<file path="src/rtl/alarm_bank.sv">
// Multi-channel BCD alarm unit: per-channel stored times, minute-boundary match,
// ring/snooze state machines and a shared registered bell.
module alarm_bank #(
    parameter int NUM_ALARMS  = 4,
    parameter int SEL_W       = 2,
    parameter int RING_SECS   = 60,
    parameter int SNOOZE_MINS = 5,
    parameter int SNOOZE_MAX  = 3
) (
    input  logic                  CP,
    input  logic                  nCR,
    input  logic                  EN,
    input  logic                  sec_tick,
    input  logic                  min_tick,
    input  logic [3:0]            cur_hh,
    input  logic [3:0]            cur_hl,
    input  logic [3:0]            cur_mh,
    input  logic [3:0]            cur_ml,
    input  logic                  set_mode,
    input  logic [SEL_W-1:0]      sel,
    input  logic                  inc_min,
    input  logic                  inc_hour,
    input  logic [NUM_ALARMS-1:0] alm_en,
    input  logic                  snooze,
    input  logic                  dismiss,
    output logic [3:0]            rd_hh,
    output logic [3:0]            rd_hl,
    output logic [3:0]            rd_mh,
    output logic [3:0]            rd_ml,
    output logic [NUM_ALARMS-1:0] ring_vec,
    output logic [NUM_ALARMS-1:0] snz_vec,
    output logic                  bell
);

    localparam int RT_W  = $clog2(RING_SECS + 1);
    localparam int ST_W  = $clog2(SNOOZE_MINS + 1);
    localparam int CNT_W = (SNOOZE_MAX < 1) ? 1 : $clog2(SNOOZE_MAX + 1);

    typedef enum logic [1:0] {
        ST_IDLE    = 2'd0,
        ST_RINGING = 2'd1,
        ST_SNOOZE  = 2'd2
    } state_t;

    logic [3:0]       hh_q   [NUM_ALARMS];
    logic [3:0]       hl_q   [NUM_ALARMS];
    logic [3:0]       mh_q   [NUM_ALARMS];
    logic [3:0]       ml_q   [NUM_ALARMS];
    state_t           st_q   [NUM_ALARMS];
    logic [RT_W-1:0]  rtmr_q [NUM_ALARMS];
    logic [ST_W-1:0]  stmr_q [NUM_ALARMS];
    logic [CNT_W-1:0] cnt_q  [NUM_ALARMS];
    logic             bell_q;

    logic [3:0]       hh_d   [NUM_ALARMS];
    logic [3:0]       hl_d   [NUM_ALARMS];
    logic [3:0]       mh_d   [NUM_ALARMS];
    logic [3:0]       ml_d   [NUM_ALARMS];
    state_t           st_d   [NUM_ALARMS];
    logic [RT_W-1:0]  rtmr_d [NUM_ALARMS];
    logic [ST_W-1:0]  stmr_d [NUM_ALARMS];
    logic [CNT_W-1:0] cnt_d  [NUM_ALARMS];
    logic             bell_d;

    function automatic logic [7:0] bcd_min_inc(input logic [3:0] hi, input logic [3:0] lo);
        if (lo == 4'd9) begin
            bcd_min_inc = (hi == 4'd5) ? 8'h00 : {hi + 4'd1, 4'd0};
        end else begin
            bcd_min_inc = {hi, lo + 4'd1};
        end
    endfunction

    function automatic logic [7:0] bcd_hour_inc(input logic [3:0] hi, input logic [3:0] lo);
        if (hi == 4'd2 && lo == 4'd3) begin
            bcd_hour_inc = 8'h00;
        end else if (lo == 4'd9) begin
            bcd_hour_inc = {hi + 4'd1, 4'd0};
        end else begin
            bcd_hour_inc = {hi, lo + 4'd1};
        end
    endfunction

    always_comb begin
        bell_d = 1'b0;
        for (int unsigned i = 0; i < NUM_ALARMS; i++) begin
            hh_d[i]   = hh_q[i];
            hl_d[i]   = hl_q[i];
            mh_d[i]   = mh_q[i];
            ml_d[i]   = ml_q[i];
            st_d[i]   = st_q[i];
            rtmr_d[i] = rtmr_q[i];
            stmr_d[i] = stmr_q[i];
            cnt_d[i]  = cnt_q[i];
            if (EN) begin
                if (set_mode) begin
                    st_d[i]  = ST_IDLE;
                    cnt_d[i] = '0;
                    // Out-of-range sel never matches any channel index, so edits are dropped.
                    if (sel == SEL_W'(i)) begin
                        if (inc_min)  {mh_d[i], ml_d[i]} = bcd_min_inc(mh_q[i], ml_q[i]);
                        if (inc_hour) {hh_d[i], hl_d[i]} = bcd_hour_inc(hh_q[i], hl_q[i]);
                    end
                end else if (!alm_en[i]) begin
                    st_d[i] = ST_IDLE;
                end else begin
                    case (st_q[i])
                        ST_IDLE: begin
                            if (min_tick && {cur_hh, cur_hl, cur_mh, cur_ml} ==
                                            {hh_q[i], hl_q[i], mh_q[i], ml_q[i]}) begin
                                st_d[i]   = ST_RINGING;
                                rtmr_d[i] = '0;
                                cnt_d[i]  = '0;
                            end
                        end
                        ST_RINGING: begin
                            if (dismiss) begin
                                st_d[i]  = ST_IDLE;
                                cnt_d[i] = '0;
                            end else if (snooze && cnt_q[i] < CNT_W'(SNOOZE_MAX)) begin
                                st_d[i]   = ST_SNOOZE;
                                cnt_d[i]  = cnt_q[i] + 1'b1;
                                stmr_d[i] = '0;
                            end else if (sec_tick) begin
                                if (rtmr_q[i] == RT_W'(RING_SECS - 1)) st_d[i] = ST_IDLE;
                                else                                   rtmr_d[i] = rtmr_q[i] + 1'b1;
                            end
                        end
                        ST_SNOOZE: begin
                            if (dismiss) begin
                                st_d[i]  = ST_IDLE;
                                cnt_d[i] = '0;
                            end else if (min_tick) begin
                                if (stmr_q[i] == ST_W'(SNOOZE_MINS - 1)) begin
                                    st_d[i]   = ST_RINGING;
                                    rtmr_d[i] = '0;
                                end else begin
                                    stmr_d[i] = stmr_q[i] + 1'b1;
                                end
                            end
                        end
                        default: st_d[i] = ST_IDLE;
                    endcase
                end
            end
            // Bell follows next-state ringing so it rises together with ring_vec.
            if (EN && st_d[i] == ST_RINGING) bell_d = 1'b1;
        end
    end

    always_ff @(posedge CP or negedge nCR) begin
        if (!nCR) begin
            for (int unsigned i = 0; i < NUM_ALARMS; i++) begin
                hh_q[i]   <= '0;
                hl_q[i]   <= '0;
                mh_q[i]   <= '0;
                ml_q[i]   <= '0;
                st_q[i]   <= ST_IDLE;
                rtmr_q[i] <= '0;
                stmr_q[i] <= '0;
                cnt_q[i]  <= '0;
            end
            bell_q <= 1'b0;
        end else begin
            hh_q   <= hh_d;
            hl_q   <= hl_d;
            mh_q   <= mh_d;
            ml_q   <= ml_d;
            st_q   <= st_d;
            rtmr_q <= rtmr_d;
            stmr_q <= stmr_d;
            cnt_q  <= cnt_d;
            bell_q <= bell_d;
        end
    end

    always_comb begin
        rd_hh    = '0;
        rd_hl    = '0;
        rd_mh    = '0;
        rd_ml    = '0;
        ring_vec = '0;
        snz_vec  = '0;
        for (int unsigned i = 0; i < NUM_ALARMS; i++) begin
            ring_vec[i] = (st_q[i] == ST_RINGING);
            snz_vec[i]  = (st_q[i] == ST_SNOOZE);
            if (sel == SEL_W'(i)) begin
                rd_hh = hh_q[i];
                rd_hl = hl_q[i];
                rd_mh = mh_q[i];
                rd_ml = ml_q[i];
            end
        end
    end

    assign bell = bell_q;

endmodule

</file>
<file path="config.mk">
export PLATFORM = sky130hd
export DESIGN_NAME = alarm_bank
export DESIGN_NICKNAME = d
export VERILOG_FILES = /design/src/rtl/alarm_bank.sv
export SDC_FILE = /design/constraint.sdc
export NUM_CORES = 1
export LEC_CHECK = 0
export CORE_MARGIN = 8
export CORE_UTILIZATION = 58
export DETAILED_ROUTE_END_ITERATION = 6
export PLACE_DENSITY = 0.82
export SYNTH_ARGS = -nofsm -noshare
export SYNTH_HDL_FRONTEND = slang
export SYNTH_SLANG_ARGS = --single-unit
</file>
<file path="constraint.sdc">
create_clock -name CP -period 2.8 [get_ports CP]
set_input_delay 0.42 -clock CP [delete_from_list [all_inputs] [get_ports CP]]
set_output_delay 0.42 -clock CP [all_outputs]
set_load 0.02 [all_outputs]
</file>
# ---- After elaboration in Yosys (flattened, before gate mapping)
# Index checks and enable logic that the tools add are counted.
dict set report totals {
  elab_cells 403
  out_inout_bits 25
  register_bits 117
  input_bits 32
}
dict set report classes {
  n_mux 169
  n_reduce_logical 69
  n_eq_ne 99
  n_lt_le_gt_ge 4
  addsub 28
  n_bitwise 1
}
# cell n
set ops {}
lappend ops {{$mux 6} 32}
lappend ops {{$mux 2} 65}
lappend ops {{$mux 8} 12}
lappend ops {{$mux 4} 20}
lappend ops {{$pmux 6 s3} 4}
lappend ops {{$add 4x1->4 const B} 16}
lappend ops {{$eq 16x16->1} 4}
lappend ops {{$ne 2x2->1 const B} 32}
lappend ops {{$mux 3} 20}
lappend ops {{$pmux 2 s3} 8}
lappend ops {{$reduce_and 12->1} 4}
lappend ops {{$reduce_and 5->1} 8}
lappend ops {{$reduce_and 9->1} 4}
lappend ops {{$eq 4x2->1 const B} 8}
lappend ops {{$eq 4x4->1 const B} 8}
lappend ops {{$reduce_and 4->1} 8}
lappend ops {{$add 6x1->6 const B} 4}
lappend ops {{$eq 6x6->1 const B} 4}
lappend ops {{$ne 3x3->1 const B} 8}
lappend ops {{$pmux 3 s2} 4}
lappend ops {{$reduce_and 6->1} 4}
lappend ops {{$reduce_bool 2->1} 12}
lappend ops {{$eq 2x1->1 const B} 9}
lappend ops {{$eq 4x3->1 const B} 4}
lappend ops {{other kinds (13)} 68}

# ---- Depth between registers and ports, before layout
dict set report depth {
  depth_word 15
  ltp_mapped 9
  depth_no_buf 8
}

# ---- Worst setup path before layout
# OpenSTA, ideal clock, no wires.
dict set report synth_path {
  path_type {flip-flop to flip-flop}
  start {register st_q[6] (netlist bit)}
  end {register rtmr_q[22] (netlist bit)}
  setup_ns 0.133
  arrival_ns 2.096
  setup_slack_ns 0.571
  n_path_buf 0
  required_time_ns 2.667
  synth_period_minus_slack_ns 2.229
  path_stages_with_launch 9
  path_cell_list {dfrtp_1 > inv_1 > ha_1 > or2_2 > o2bb2ai_1 > a2111oi_4 > inv_1 > o31ai_1 > o41ai_1}
}
dict set report synth_between {
  elab_chain_len 3
  word_cells_on_any_way 14
  classes_between {10 x eq/ne; 1 x mux; 3 x reduce/logical}
}
# item line
set synth_lines {}
lappend synth_lines {{start: declaration} 49} ;# state_t st_q [NUM_ALARMS];
lappend synth_lines {{start signal: assignment} 168} ;# st_q <= st_d;
lappend synth_lines {{$eq 2x2->1 *} --}
lappend synth_lines {{net snz_vec[0]} 31} ;# output logic [NUM_ALARMS-1:0] snz_vec,
lappend synth_lines {{$ne 2x1->1 (no source line), or another cell as far along} --}
lappend synth_lines {{$reduce_and 12->1 (no source line)} --}
lappend synth_lines {{end signal: assignment} 169} ;# rtmr_q <= rtmr_d;
lappend synth_lines {{end: declaration} 50} ;# logic [RT_W-1:0] rtmr_q [NUM_ALARMS];
# The timed path passes the listed nets; every way through them passes the cells marked *.
# A chain may end at the register's enable or synchronous reset.

# ---- Final worst setup path
dict set report layout_path {
  start {input port sel[1]}
  end {output port rd_ml[0]}
}
dict set report layout_between {
  elab_chain_len 5
  word_cells_on_any_way 8
  classes_between {3 x eq/ne; 4 x mux; 1 x reduce/logical}
}
# item line
set layout_lines {}
lappend layout_lines {{start: declaration} 20} ;# input logic [SEL_W-1:0] sel,
lappend layout_lines {{$logic_not 2->1} 186} ;# if (sel == SEL_W'(i)) begin
lappend layout_lines {{$mux 4 (3 in series)} 186}
lappend layout_lines {{$mux 4 *} 186}
lappend layout_lines {{end: declaration} 29} ;# output logic [3:0] rd_ml,
# Mark *: on every way between the ends. The rest lies on a longest branch, timed or not.

==> impl_table.tex <==
\begin{tabular}{lr}
\hline
Metric & Value \\
\hline
\multicolumn{2}{l}{\textbf{Status}} \\
Run status & finished, final reports clean \\
\multicolumn{2}{l}{\textbf{STA}} \\
RSZ-0062 raised after global routing & no \\
Number of endpoints with negative hold slack in the final report & 0 \\
Slew HR & 55.9\% \\
Post-route worst setup slack & 0.0905 ns \\
Setup clock skew after layout & 0.0106 ns \\
Tightest Pin Transition & 0.653 ns \\
Finish-stage setup viols & 0 \\
Fmax & 0.369 GHz \\
Final critical-path share of the clock period & 96.8\% \\
Count of final max-slew check failures & 0 \\
Total Neg Setup Slack & 0 ns \\
Post-layout minimum cycle time & 2.71 ns \\
\multicolumn{2}{l}{\textbf{Floorplanning}} \\
Floorplan die height & 133 um \\
Site row count & 42 \\
Std-Cell Core Area & 0.0132 sq mm \\
Die area & 0.0176 sq mm \\
Total I/O pin count & 57 \\
Horiz. Die Dim & 133 um \\
Starting density of the core & 59.6\% \\
\multicolumn{2}{l}{\textbf{Drt}} \\
Routed Wire Length & 20,500 um \\
Starting DRT DRC Count & 456 \\
DR vias & 6,842 \\
Wire length per cell after detailed routing & 18.4 um \\
Vias per cell & 6.15 \\
First drt pass iteration count & 5 \\
DRC violation count after routing & 0 \\
Post-route ant nets & 0 \\
\multicolumn{2}{l}{\textbf{Synth}} \\
Cell count after synthesis & 843 \\
Post-synthesis average cell area & 9.36 sq um \\
Portion of synthesized cell area occupied by the leading cell type & 37.1\% \\
Net count after synthesis & 909 \\
Number of enable-type register cells in the synthesized netlist & 0 \\
Combined area of all synthesized cells & 0.00789 sq mm \\
Leading cell types by total area after synthesis & dfrtp\_1 (37\%), xnor2\_1 (5.4\%), ha\_1 (5.4\%), nand2\_1 (4.8\%), xor2\_1 (4.7\%) \\
Synth Warn \# & 0 \\
Post-synthesis cell type count & 75 \\
Synth Register Bits & 117 \\
Async set-or-reset flop fraction in the synthesized netlist & 100\% \\
Main flop type after synthesis & dfrtp\_1 \\
Leading area contributor after synthesis & dfrtp\_1 \\
Seq/Total Area, Yosys & 37.1\% \\
\multicolumn{2}{l}{\textbf{Cells and area}} \\
Leading cell type in the layout, fill and taps excluded & dfrtp\_1 \\
Commonest cells after routing, fill and taps aside & dfrtp\_1 (117), nand2\_1 (101), o21ai\_0 (59), clkdlybuf4s50\_1 (55), xnor2\_1 (49) \\
Area grow syn2layout & 19.8\% \\
Fill cell total of the finished layout & 992 \\
Share of cells above drive strength 1 & 12.6\% \\
Antenna cell count & 0 \\
Number of nets in the finished design & 990 \\
\multicolumn{2}{l}{\textbf{CTS}} \\
TritonCTS clock tree & yes \\
Source-to-sink clock delay at the later pin of the worst-skew pair & 0.43 ns \\
Post-CTS Repair Setup Buffers & 0 \\
Count of H-tree levels built during CTS & 4 \\
Master cell of the clock root buffer & clkbuf\_16 \\
Maximum buffer depth of the clock tree & 2 \\
Number of clock sinks seen by CTS & 117 \\
Total CTS buffers & 17 \\
Reg clk slew, reported paths & 0.05 ns \\
\multicolumn{2}{l}{\textbf{Setup path}} \\
Most repeated library cell on the critical path & clkdlybuf4s50\_1 \\
Number of buffer and inverter instances along the worst setup path & 3 \\
Maximum cell stage delay along the critical path & 0.56 ns \\
Critical path type & in -> out \\
Critical path launch point type & primary input \\
Nature of the critical path endpoint & output pin \\
Critical path's slowest cell & clkdlybuf4s50\_1 \\
CP arrival & 2.29 ns \\
Max FO, Critical Path & 11 \\
Ordered cell list for the critical path & clkdlybuf4s50\_1 > buf\_4 > mux4\_2 > clkdlybuf4s50\_1 \\
Gate family responsible for the most delay along the worst path & buffers and inverters \\
Required time reported for the critical path endpoint & 2.38 ns \\
\multicolumn{2}{l}{\textbf{GRT}} \\
Vias in the first global route & 7,042 \\
Largest net degree at the start of global routing & 44 \\
Remaining Overflow, GRT & 0 \\
Global-route total usage across every layer & 23.9\% \\
Antenna violations before repair & 0 \\
Global-route wire length before repair & 34,300 um \\
\multicolumn{2}{l}{\textbf{Power and ir drop}} \\
Leakage power & 4.15 nW \\
Power density relative to cell area & 600 mW/mm\^{}2 \\
Maximum vdd ir drop & 0.000537 V \\
\multicolumn{2}{l}{\textbf{Placement}} \\
Port-buffer cells & 56 \\
Post-DP HPWL & 14,900 um \\
Gp weighted congestion & 0.926 \\
Post-placement setup slack & 0.0111 ns \\
\multicolumn{2}{l}{\textbf{Flow run}} \\
Max-cap violations & 0 \\
\multicolumn{2}{l}{\textbf{Hold path}} \\
Worst hold path type & in -> async \\
\hline
\end{tabular}
## cells in the mapped netlist, drive strengths merged (7+ instances only)
library cell    n
nor4           18
buf            17
a21o           18
nor2           38
inv            42
o31ai          12
mux2           12
dfrtp         117
and3           17
nor3b           9
o21ai          60
nor3           28
o41ai           7
nand3          41
a21oi          17
clkbuf         12
nor2b          22
mux4           16
ha             34
and2            7
nand4          23
nand2b         16
xor2           42
xnor2          49
nand2         101
## layout make-up
| cell class | count | area, sq um | share of cell area, % |
|---|---|---|---|
| clock buffers | 19 | 453 | 4.79 |
| clock inverters | 13 | 180 | 1.91 |
| inverters | 42 | 158 | 1.67 |
| multi-input cells | 655 | 4660 | 49.3 |
| flip-flops and latches | 117 | 2930 | 31.0 |
| well taps | 176 | 220 | 2.33 |
| repair buffers | 91 | 848 | 8.98 |
## metal layers
layer | vias up | GRT usage [%] | part of all wire (%) | wire length, um
met5 | - | 0 | 0 | 0
met4 | 0 | 11.5 | 3.4 | 697
met3 | 55 | 6.28 | 6.5 | 1340
met2 | 250 | 40.0 | 49 | 10100
met1 | 3337 | 28.0 | 41 | 8360
li1 | 3200 | - | - | -
## cells by family (layout without fill, tap and decap cells)
group	count (synthesis)	after routing	share of synthesized area, %
AND/OR/NAND/NOR	342	342	23.1
adder cells (fa/ha/maj)	34	34	5.39
multiplexers	32	32	6.84
AO/OA/AOI/OAI	156	156	13.7
XOR/XNOR	91	91	10.1
buffers and inverters	71	165	3.78
flip-flops	117	117	37.1
## sequential cells by signal, indices dropped and copies added, names as in the netlist
name / cells
hl_q: 16
ml_q: 16
st_q: 8
bell: 1
hh_q: 16
mh_q: 16
rtmr_q: 24
stmr_q: 12
cnt_q: 8
## worst register-to-register path, stage by stage, from the launching register on
cell and delay [ns]:
dfrtp_1 0.40, inv_1 0.10, ha_1 0.21, or2_2 0.31, o2bb2ai_1 0.19, a2111oi_4 0.41, inv_1 0.16, o31ai_1 0.28
o41ai_1 0.11
## metrics by stage
step	util (%)	hold WS (ns)	std cells	power, mW	cell area [sq um]
4_1_cts	71.3	0.459	1113	5.67	9450
3_5_place_dp	66.5	0.366	1080	3.33	8800
3_3_place_gp	66.5	0.366	1080	3.29	8800
5_1_grt	71.3	0.471	1113	5.89	9450
6_report	71.3	0.451	1113	5.67	9450
2_1_floorplan	-	0.124	843	2.88	7890
## final timing paths
kind	start	to	slack [ns]	cells past startpoint
worst min-delay path	nCR	hl_q[1]$_DFFE_PN0P_	0.45	2
worst max register to register	st_q[6]$_DFF_PN0_	rtmr_q[22]$_DFFE_PN0P_	0.49	8
max in group asynchronous	nCR	mh_q[15]$_DFFE_PN0P_	1.62	3
worst min register to register	rtmr_q[23]$_DFFE_PN0P_	rtmr_q[23]$_DFFE_PN0P_	0.48	1
worst max-delay path	sel[1]	rd_ml[0]	0.09	4
min in group CP	rtmr_q[23]$_DFFE_PN0P_	rtmr_q[23]$_DFFE_PN0P_	0.48	1
## repair_timing
action / in CTS / in global routing
endpoints found under the hold margin: 24 / 0
hold buffers: 1 / 0
gates resized for setup: 0 / 0
## power breakdown
part / switching, mW / internal [mW] / leakage, nW
clock: 0.801 / 1.53 / 0.305
sequential: 0.390 / 1.87 / 1.53
combinational: 0.532 / 0.551 / 2.32
(Power assumes the default switching activity.)
